## src/rtl/mem_arbiter.sv

```systemverilog
// ---------------------------------------------------------------------------
// mem_arbiter
//   Serialises instruction-fetch and data requests from the datapath onto a
//   single RAM port. Data requests win over fetches. Each access completes
//   with a one-cycle ihit/dhit pulse in the RESP state, and the load data is
//   registered. A watchdog forces completion of an access that hangs.
//
// Parameters
//   ADDR_W       address width (iaddr, daddr, ramaddr)
//   DATA_W       data width (dstore, ramstore, ramload, iload, dload)
//   TIMEOUT_CYC  max cycles spent in a RAM state before forced completion
//                (0 disables the watchdog)
//
// Ports
//   CLK, nRST            clock; synchronous active-low reset
//   iREN, iaddr          fetch request / address
//   dREN, dWEN, daddr,   data read/write request, address, write data
//   dstore
//   ihit, iload          fetch-complete pulse, fetched word (held)
//   dhit, dload          data-complete pulse, read word (held)
//   ramREN, ramWEN,      RAM strobes, address, write data (all registered)
//   ramaddr, ramstore
//   ramload, ram_ready   RAM read data, RAM completes access this cycle
//   timeout              sticky watchdog-expiry flag
//   icount, dcount,      performance counters (only built with PERF_CNT_EN,
//   stallcount           otherwise tied to 0)
//
// Build option
//   PERF_CNT_EN  when defined, the three performance counters are built.
// ---------------------------------------------------------------------------
module mem_arbiter #(
  parameter int ADDR_W      = 32,
  parameter int DATA_W      = 32,
  parameter int TIMEOUT_CYC = 64
) (
  input  logic              CLK,
  input  logic              nRST,
  input  logic              iREN,
  input  logic [ADDR_W-1:0] iaddr,
  input  logic              dREN,
  input  logic              dWEN,
  input  logic [ADDR_W-1:0] daddr,
  input  logic [DATA_W-1:0] dstore,
  output logic              ihit,
  output logic [DATA_W-1:0] iload,
  output logic              dhit,
  output logic [DATA_W-1:0] dload,
  output logic              ramREN,
  output logic              ramWEN,
  output logic [ADDR_W-1:0] ramaddr,
  output logic [DATA_W-1:0] ramstore,
  input  logic [DATA_W-1:0] ramload,
  input  logic              ram_ready,
  output logic              timeout,
  output logic [31:0]       icount,
  output logic [31:0]       dcount,
  output logic [31:0]       stallcount
);

  typedef enum logic [1:0] {
    IDLE = 2'd0,
    DREQ = 2'd1,
    IREQ = 2'd2,
    RESP = 2'd3
  } state_t;

  localparam logic [DATA_W-1:0] BAD_WORD = DATA_W'(32'hBAD1BAD1);
  // Last watchdog count value; the access is forced complete in that cycle.
  localparam logic [31:0]       WD_LAST  = 32'(TIMEOUT_CYC - 1);

  state_t              state_reg, state_next;
  logic [31:0]         wd_reg;
  logic                ramren_reg, ramwen_reg;
  logic                ihit_reg, dhit_reg, timeout_reg;
  logic [ADDR_W-1:0]   ramaddr_reg;
  logic [DATA_W-1:0]   ramstore_reg, iload_reg, dload_reg;

  logic                wd_expire;
  logic                ram_done;
  logic [DATA_W-1:0]   load_word;

  // Completion condition for the current RAM access. A real ram_ready in the
  // same cycle as expiry takes precedence, so the real data is returned.
  always_comb begin
    wd_expire = 1'b0;
    if (TIMEOUT_CYC != 0) begin
      wd_expire = (wd_reg == WD_LAST);
    end
    ram_done  = ram_ready | wd_expire;
    load_word = ram_ready ? ramload : BAD_WORD;
  end

  always_comb begin
    state_next = state_reg;
    unique case (state_reg)
      IDLE: begin
        if (dREN | dWEN) begin
          state_next = DREQ;
        end else if (iREN) begin
          state_next = IREQ;
        end
      end
      DREQ, IREQ: begin
        if (ram_done) begin
          state_next = RESP;
        end
      end
      RESP:    state_next = IDLE;
      default: state_next = IDLE;
    endcase
  end

  always_ff @(posedge CLK) begin
    if (!nRST) begin
      state_reg    <= IDLE;
      wd_reg       <= '0;
      ramren_reg   <= 1'b0;
      ramwen_reg   <= 1'b0;
      ihit_reg     <= 1'b0;
      dhit_reg     <= 1'b0;
      timeout_reg  <= 1'b0;
      ramaddr_reg  <= '0;
      ramstore_reg <= '0;
      iload_reg    <= '0;
      dload_reg    <= '0;
    end else begin
      state_reg <= state_next;
      ihit_reg  <= 1'b0;
      dhit_reg  <= 1'b0;
      case (state_reg)
        IDLE: begin
          wd_reg <= '0;
          // Latch the winning request; the strobe registers double as the
          // latched operation (write whenever dWEN, regardless of dREN).
          if (dREN | dWEN) begin
            ramaddr_reg  <= daddr;
            ramstore_reg <= dstore;
            ramwen_reg   <= dWEN;
            ramren_reg   <= ~dWEN;
          end else if (iREN) begin
            ramaddr_reg  <= iaddr;
            ramwen_reg   <= 1'b0;
            ramren_reg   <= 1'b1;
          end
        end
        DREQ, IREQ: begin
          if (ram_done) begin
            ramren_reg <= 1'b0;
            ramwen_reg <= 1'b0;
            if (!ram_ready) begin
              timeout_reg <= 1'b1;
            end
            if (state_reg == DREQ) begin
              dhit_reg <= 1'b1;
              if (ramren_reg) begin
                dload_reg <= load_word;
              end
            end else begin
              ihit_reg  <= 1'b1;
              iload_reg <= load_word;
            end
          end else begin
            wd_reg <= wd_reg + 32'd1;
          end
        end
        default: ;
      endcase
    end
  end

  assign ihit     = ihit_reg;
  assign dhit     = dhit_reg;
  assign iload    = iload_reg;
  assign dload    = dload_reg;
  assign ramREN   = ramren_reg;
  assign ramWEN   = ramwen_reg;
  assign ramaddr  = ramaddr_reg;
  assign ramstore = ramstore_reg;
  assign timeout  = timeout_reg;

`ifdef PERF_CNT_EN
  // Counter 0: fetches, 1: data accesses, 2: stalled request cycles.
  // The hit registers are high exactly in RESP, so they mark completions.
  logic [2:0] cnt_inc;
  assign cnt_inc[0] = ihit_reg;
  assign cnt_inc[1] = dhit_reg;
  assign cnt_inc[2] = (iREN | dREN | dWEN) & ~(ihit_reg | dhit_reg);

  genvar gi;
  generate
    for (gi = 0; gi < 3; gi++) begin : g_cnt
      logic [31:0] cnt_reg;
      always_ff @(posedge CLK) begin
        if (!nRST) begin
          cnt_reg <= '0;
        end else if (cnt_inc[gi]) begin
          cnt_reg <= cnt_reg + 32'd1;
        end
      end
    end
  endgenerate

  assign icount     = g_cnt[0].cnt_reg;
  assign dcount     = g_cnt[1].cnt_reg;
  assign stallcount = g_cnt[2].cnt_reg;
`else
  assign icount     = '0;
  assign dcount     = '0;
  assign stallcount = '0;
`endif

endmodule

```

## config.mk

```make
export PLATFORM = sky130hd
export DESIGN_NAME = mem_arbiter
export DESIGN_NICKNAME = d
export VERILOG_FILES = /design/src/rtl/mem_arbiter.sv
export SDC_FILE = /design/constraint.sdc
export NUM_CORES = 1
export LEC_CHECK = 0
export ABC_CLOCK_PERIOD_IN_PS = 1900
export CELL_PAD_IN_SITES_DETAIL_PLACEMENT = 1
export CELL_PAD_IN_SITES_GLOBAL_PLACEMENT = 1
export CORE_MARGIN = 1
export CORE_UTILIZATION = 27
export CTS_CLUSTER_SIZE = 30
export DETAILED_ROUTE_END_ITERATION = 8
export GPL_ROUTABILITY_DRIVEN = 0
export PLACE_DENSITY = 0.81
export SYNTH_ARGS = -nofsm -noshare
export SYNTH_HDL_FRONTEND = slang
export SYNTH_SLANG_ARGS = --single-unit
```

## constraint.sdc

```tcl
create_clock -name CLK -period 1.9 [get_ports CLK]
set_input_delay 0.19 -clock CLK [delete_from_list [all_inputs] [get_ports CLK]]
set_output_delay 0.19 -clock CLK [all_outputs]
set_load 0.05 [all_outputs]
```

==> metrics.md, run 1 <==
| Metric | Value |
|---|---|
| Status | `finished with violations` |
| Violated checks | `setup timing` |
| Post-synthesis mux area share | `0.00381` |
| Yosys top cell by area | `dfxtp_1` |
| Final min period | `2100 ps` |
| Post-Synth XOR/XNOR Area | `0` |
| Drt total wl | `roughly 32 mm` |
| Design Area, Final | `12500 um2` |
| Layout Nets | `between 1000 and 1500` |
| Flop and latch count out of synthesis | `167` |
| Final Hold Viols | `0` |
| CP max-delay cell | `or4_4` |
| Post-synth ARST share | `0` |
| Register area share after synthesis | `0.425` |
| Core area | `28700 um2` |
| CP arrival | `about 2500 ps` |
| Maxcap violations | `0` |
| Die Y | `173 um` |
| Nature of the critical path endpoint | `register` |
| Vias in the first global route | `roughly 8600` |
| Total track usage | `0.201` |
| Buf/Inv on CP | `1` |
| Worst Tran Pin Value | `586 ps` |
| Synth area leaders | `dfxtp_1 42%, buf_4 9.2%, nand2_1 7.7%` |
| Critical path type | `reg2reg` |
| Post-Synthesis Cells | `just over 900` |
| Area Growth Syn to Fin | `58.8%` |
| First-pass GRT wire length | `around 47 mm` |
| Final setup viols | `22` |
| Starting Density | `0.274` |
| Detail Route Antenna Nets | `0` |
| Final HPWL DP | `21.3 mm` |
| Worst Skew | `25.7 ps` |
| Wire per inst | `between 15 and 20 um` |
| Maximum number of pins on one net before global-route repair | `69` |
| Crit path cell chain | `buf_6 -> nand4_1 -> or2_4 -> or4_4 -> or3_1 -> o21ai_1` |
| DR pass1 iterations | `4` |
| Crit path required time | `2250 ps` |
| Slowest stage delay, CP | `between 500 and 600 ps` |
| Row Count | `62` |
| Main combinational cell family by area after synthesis | `compound AO/OA/AOI/OAI gates` |
| Die W | `around 170 um` |
| Synth top area share | `0.425` |
| Hold WS | `179 ps` |
| Unrepaired setup endpoints after global routing | `true` |
| Clk Tree Root Cell | `clkbuf_16` |
| Worst setup margin | `-200 ps` |
| Yosys warns | `0` |
| Total grt overflow | `0` |
| I/O pin total | `363` |
| CTS sink count | `~170` |
| Clock Path Buffers | `2` |
| Later-pin clock latency in the skew report | `450 ps` |
| P_leak | `4.80 nW` |
| Share of cells above drive strength 1 | `0.215` |
| Slew Viols, Final | `0` |
| Number of synthesized flops with an enable pin | `0` |
| Post-route DRC | `0` |
| Diode count | `0` |
| Iter 0 DRT Violations | `~500` |
| Area after DPL | `11200 um2` |
| PD cells | `1370 nW/um2` |
| Max FO, Critical Path | `3` |
| Count leader, synth | `dfxtp_1` |
| Synthesized area per cell | `8.59 um2` |
| Post-synth cell types | `67` |
| Period utilization | `1.11` |
| CTS tree | `done` |
| FMAX | `476 MHz` |
| Clock-pin transition on the worst setup and hold timing paths | `around 80 ps` |
| TritonCTS buffer count | `17` |
| Synth Area in Compound Gates | `0.223` |
| Synth cell count leaders | `167 x dfxtp_1, 162 x nand2_1, 96 x buf_4, 58 x clkbuf_1, 47 x a21oi_1` |
| Max VDD drop | `852 uV` |
| Vias | `8367` |
| Cell family with most CP delay | `simple AND/OR/NAND/NOR gates` |
| Adder-Cell Fraction of Synth Area | `0.00795` |
| Port Buffers | `266` |
| Total Die Area | `29800 um2` |
| Cell area after synthesis | `7870 um2` |
| Slew HR | `0.608` |
| Min-Delay Path Class | `in2reg` |
| Initial antenna violation count | `0` |
| Drt via density | `5.08` |
| Critical Path Start Type | `register` |
| H-tree levels | `4` |
| Simple-gate share of the synthesized area | `0.193` |
| Main synth FF type | `dfxtp_1` |
## cell type report
cell class / count / area, um2
Clock buffer: 17 / 425
Clock inverter: 15 / 176
Fill cell: 3318 / 16200
Inverter: 5 / 18.8
Multi-Input combinational cell: 664 / 4080
Sequential cell: 167 / 3380
Tap cell: 384 / 480
Timing Repair Buffer: 396 / 3940
## layer usage
layer	part of all wire	global-route usage	wire length, um	up-vias
met4	0.041	0.0988	1340	0
li1	-	-	-	3799
met5	0	0	0	-
met1	0.38	0.218	12200	4071
met3	0.066	0.0477	2140	86
met2	0.52	0.366	16700	411
## placed cells by master (no fill, tap or decap), types with 7 or more instances in the layout
cell type,instances
buf_4,97
clkdlybuf4s50_1,263
nor4_2,7
clkbuf_16,19
o221a_2,21
buf_12,11
conb_1,96
o22ai_1,14
o21ai_0,33
nand3_1,28
buf_6,19
a31oi_1,8
dfxtp_2,20
nor2_1,39
a311oi_1,33
o21ai_1,22
a21oi_1,46
nand2_1,160
nand4_1,22
dfxtp_1,144
o221a_1,15
## final timing paths
kind                            from                      end  slack [ps]  cells past startpoint
max          wd_reg[22]$_SDFFE_PN0P_  wd_reg[26]$_SDFFE_PN0P_        -200                      6
min                             nRST      ramWEN$_SDFFE_PN0P_         180                      3
max reg2reg  wd_reg[22]$_SDFFE_PN0P_  wd_reg[26]$_SDFFE_PN0P_        -200                      6
min reg2reg   iload[14]$_SDFFE_PN0P_   iload[14]$_SDFFE_PN0P_         450                      2
## logic make-up (layout without fill, tap and decap cells)
family	after synthesis	in the layout
DFF	167	167
AOI/OAI and AO/OA	239	239
buffers and inverters	181	433
and+or+nand+nor	321	321
muxes	3	3
other	1	96
adders and majority gates	5	5
## power by group
| part | leakage [nW] | total, mW | switching, mW | internal, mW |
|---|---|---|---|---|
| combinational | 3.14 | 8.88 | 5.74 | 3.14 |
| sequential | 1.38 | 4.66 | 0.410 | 4.25 |
| clock | 0.291 | 3.58 | 1.79 | 1.79 |
| total | 4.80 | 17.1 | 7.94 | 9.18 |
## repair_timing
item | CTS | global route
gates cloned | 3 | 2
endpoints found under the setup margin | 98 | 99
pin swaps | 15 | 13
setup buffers | 14 | 11
hold buffers | 0 | 0
resized for setup | 54 | 49
## worst register-to-register path, cell delays in order, from the launching register on
cell	delay, ps
dfxtp_4	370
buf_6	120
nand4_1	120
or2_4	310
or4_4	540
or3_1	400
o21ai_1	150
## metrics by stage
stage	utilization	power, mW	setup slack (ps)	instances	setup TNS [ps]
finish	0.436	17.1	-200	1648	-1240
CTS	0.424	17.0	-76.4	1635	-85.5
global route	0.436	17.8	-199	1648	-3770
detailed placement	0.389	13.0	-123	1587	-4650
global placement	0.389	12.8	-40.1	1587	-239
floorplan	-	10.0	-13.9	1012	-20.7
Note: power is estimated with default switching activity, not from simulation.
==> run 2: changes to the inputs <==
Settings changed: HOLD_SLACK_MARGIN set to 0.02, REMOVE_ABC_BUFFERS set to 1.
==> run 2 against run 1 <==
  * The flow still finishes with violations (setup timing)
  * Count of clock-buffer cells in the layout is 1 higher
  * Sequential cell count stayed put
  * Critical path depth is 2 higher
  * Worst setup slack worse by 37 ps
  * Cell area is 0.43% higher
  * Sequential share of layout area is 0.10 points higher
  * Non-clock buffer count is 9 lower
  * Global-route usage is 0.25 points lower
  * Register-to-register slack worse by 40 ps
  * First-iteration DRC count is 14% higher
  * Critical endpoint is now wd_reg[25]$_SDFFE_PN0P_
  * Largest cell class unchanged
  * Highest routed layer unchanged
==> metrics.md, run 2 (synthesis gave the netlist of run 1 again) <==
| Metric | Value |
|---|---|
| Maxcap violations | `0 (unchanged)` |
| FMAX | `468 MHz (-1.7%)` |
| Final HPWL DP | `20.7 mm (-2.8%)` |
| DR pass1 iterations | `5 (+1)` |
| Final Hold Viols | `0 (unchanged)` |
| Maximum number of pins on one net before global-route repair | `105 (+52%)` |
| Clk Tree Root Cell | `clkbuf_16` |
| Clk pwr share | `0.204 (-0.005)` |
| Fill count | `3258 (-1.8%)` |
| Nature of the critical path endpoint | `register` |
| Global route hottest layer | `met2` |
| Total grt overflow | `0 (unchanged)` |
| Unrepaired setup endpoints after global routing | `true` |
| Commonest non-fill, non-tap cell in the layout | `clkdlybuf4s50_1` |
| Max VDD drop | `630 uV (-26%)` |
| Wire per inst | `19.9 um (+0.93%)` |
| Initial antenna violation count | `0 (unchanged)` |
| R2R setup slack | `-240 ps (-40 ps)` |
| Comb power frac | `0.527 (+0.008)` |
| Slew HR | `0.607 (-0.00148)` |
| Most frequent cells in the layout | `263 x clkdlybuf4s50_1, 160 x nand2_1, 140 x dfxtp_1` |
| Slowest stage delay, CP | `380 ps (-160 ps)` |
| H-tree levels | `4 (unchanged)` |
| Crit path required time | `2200 ps (-50 ps)` |
| CP arrival | `2440 ps (about the same)` |
| CP max-delay cell | `dfxtp_4` |
| Violated checks | `setup timing` |
| Met2 Use GR | `0.358 (-0.00790)` |
| Reg area | `3410 um2 (+0.81%)` |
| Critical Path Start Type | `register` |
| Final min period | `2140 ps (+37.1 ps)` |
| Period utilization | `1.13 (+0.0195)` |
| Cell family with most CP delay | `simple AND/OR/NAND/NOR gates` |
| Drt total wl | `32.5 mm (+0.38%)` |
| Drt via density | `5.04 (-0.71%)` |
| CP Launch Point | `wd_reg[16]$_SDFFE_PN0P_` |
| Clock-pin transition on the worst setup and hold timing paths | `70 ps (about the same)` |
| Hold-fix buffers at CTS | `0 (unchanged)` |
| Total track usage | `0.199 (-0.00250)` |
| CTS tree | `done` |
| Sequential share of power | `0.270 (-0.002)` |
| R2r endpoint | `wd_reg[25]$_SDFFE_PN0P_` |
| Net switching power | `7.89 mW (-0.62%)` |
| Total Die Area | `29800 um2 (unchanged)` |
| Met1 Usage GRT | `0.227 (+0.00943)` |
| Worst Skew | `10.9 ps (-14.8 ps)` |
| TritonCTS buffer count | `17 (unchanged)` |
| Post-route DRC | `0 (unchanged)` |
| Placed cells | `1580 (-0.44%)` |
| Diode count | `0 (unchanged)` |
| Met3 Usage GRT | `0.0431 (-0.00462)` |
| Area Growth Syn to Fin | `59.5%` |
| Final setup viols | `67 (+200%)` |
| Switching Fraction | `0.458 (-0.00603)` |
| Worst Tran Pin Value | `588 ps (+2.22 ps)` |
| Crit path cell chain | `buf_8 -> nor4_4 -> and3_4 -> buf_6 -> a311oi_4 -> buf_6 -> a31oi_1 -> a31oi_1` |
| Critical path type | `reg2reg` |
| Iter 0 DRT Violations | `570 (+14%)` |
| Die W | `173 um (unchanged)` |
| P_leak | `4.78 nW (-0.43%)` |
| Worst Hold Path EP | `ramREN$_SDFFE_PN0P_` |
| Multi-input logic area | `4220 um2 (+3.3%)` |
| Detail Route Antenna Nets | `0 (unchanged)` |
| Final Power | `17.2 mW (+0.69%)` |
| Vias in the first global route | `8353 (-2.6%)` |
| First-pass GRT wire length | `47.4 mm (+0.25%)` |
| PD cells | `1370 nW/um2 (+0.26%)` |
| Die Y | `173 um (unchanged)` |
| CTS sink count | `167 (unchanged)` |
| Vias | `8262 (-1.3%)` |
| Layout Nets | `1381 (-0.65%)` |
| Worst setup margin | `-238 ps (-37.1 ps)` |
| Buf/Inv on CP | `3 (+2)` |
| Share of cells above drive strength 1 | `0.219 (+0.00393)` |
| Status | `finished with violations` |
| Starting Density | `0.274 (unchanged)` |
| Slew Viols, Final | `0 (unchanged)` |
| Later-pin clock latency in the skew report | `440 ps (about the same)` |
| Min-Delay Path Class | `in2reg` |
| Internal | `9.35 mW (+1.8%)` |
| Clock Path Buffers | `2 (unchanged)` |
| Hold Startpoint | `nRST` |
| Worst R2R Start | `wd_reg[16]$_SDFFE_PN0P_` |
| Finished Layout Cells | `1639 (-0.55%)` |
| Max FO, Critical Path | `7 (+4)` |
| Core area | `28700 um2 (unchanged)` |
| Port Buffers | `266 (unchanged)` |
| I/O pin total | `363 (unchanged)` |
| Hold depth | `3 (unchanged)` |
| Row Count | `62 (unchanged)` |
| Pre-CTS setup slack | `-170 ps (-46.6 ps)` |
| Worst r2r path cells | `8 (+2)` |
-- run 2: changes by cell type in the layout (fill, tap and decap cells not counted), sizes merged --
cell,before,now
clkinv,7,4
bufinv,0,1
bufbuf,1,0
clkbuf,19,21
buf,129,120
clkinvlp,1,2
-- run 2: worst max-delay path by stage --
| stage | endpoint | slack, ps | cells past startpoint |
|---|---|---|---|
| floorplan | iload[0]$_SDFFE_PN0P_ | -1130 | 5 |
| global placement | wd_reg[25]$_SDFFE_PN0P_ | -60 | 8 |
| detailed placement | wd_reg[25]$_SDFFE_PN0P_ | -170 | 8 |
| CTS | wd_reg[26]$_SDFFE_PN0P_ | -30 | 6 |
| global route | state_reg[1]$_SDFFE_PN0P_ | -290 | 7 |
| finish | wd_reg[25]$_SDFFE_PN0P_ | -240 | 8 |
-- run 2: per-stage QoR --
| stage | hold slack, ps | utilization | setup TNS, ps | instance area, um2 |
|---|---|---|---|---|
| finish | 121 | 0.438 | -4130 | 12600 |
| global route | 120 | 0.438 | -7840 | 12600 |
| CTS | 151 | 0.420 | -64.7 | 12000 |
| detailed placement | 445 | 0.386 | -6580 | 11100 |
| global placement | 437 | 0.386 | -724 | 11100 |
| floorplan | 286 | - | -88090 | 7090 |
-- run 2: worst reg2reg max path, delay by kind of cell, from the launching register on --
family          cells  cell delay (ps)
simple gates        2              620
compound gates      3              560
buf+inv             3              440
flops               1              380
-- run 2: area by class of cell --
class                           count  area share
Multi-Input combinational cell    664       0.336
Clock inverter                     14      0.0112
Clock buffer                       18      0.0350
Sequential cell                   167       0.271
Inverter                            5     0.00149
Tap cell                          384      0.0383
Timing Repair Buffer              387       0.307
-- run 2: routing by layer --
layer / vias up / share of wire
met2: 354 / 0.52
met5: - / 0
met3: 69 / 0.055
met4: 0 / 0.030
li1: 3772 / -
met1: 4067 / 0.39
-- run 2: power groups by stage --
stage	Clock, mW	Combinational [mW]	Sequential [mW]
after floorplan	0	2.48	7.14
after global placement	0	8.09	4.69
after detailed placement	0	8.25	4.73
after CTS	3.56	8.58	4.66
after global routing	3.73	9.49	4.75
final	3.51	9.08	4.65
-- run 2: repair_timing --
| action | 4_1_cts | 5_1_grt |
|---|---|---|
| setup endpoints to repair | 97 | 83 |
| setup buffers | 10 | 10 |
| gates cloned | 3 | 4 |
| resized for setup | 66 | 76 |
| pin swaps | 11 | 21 |
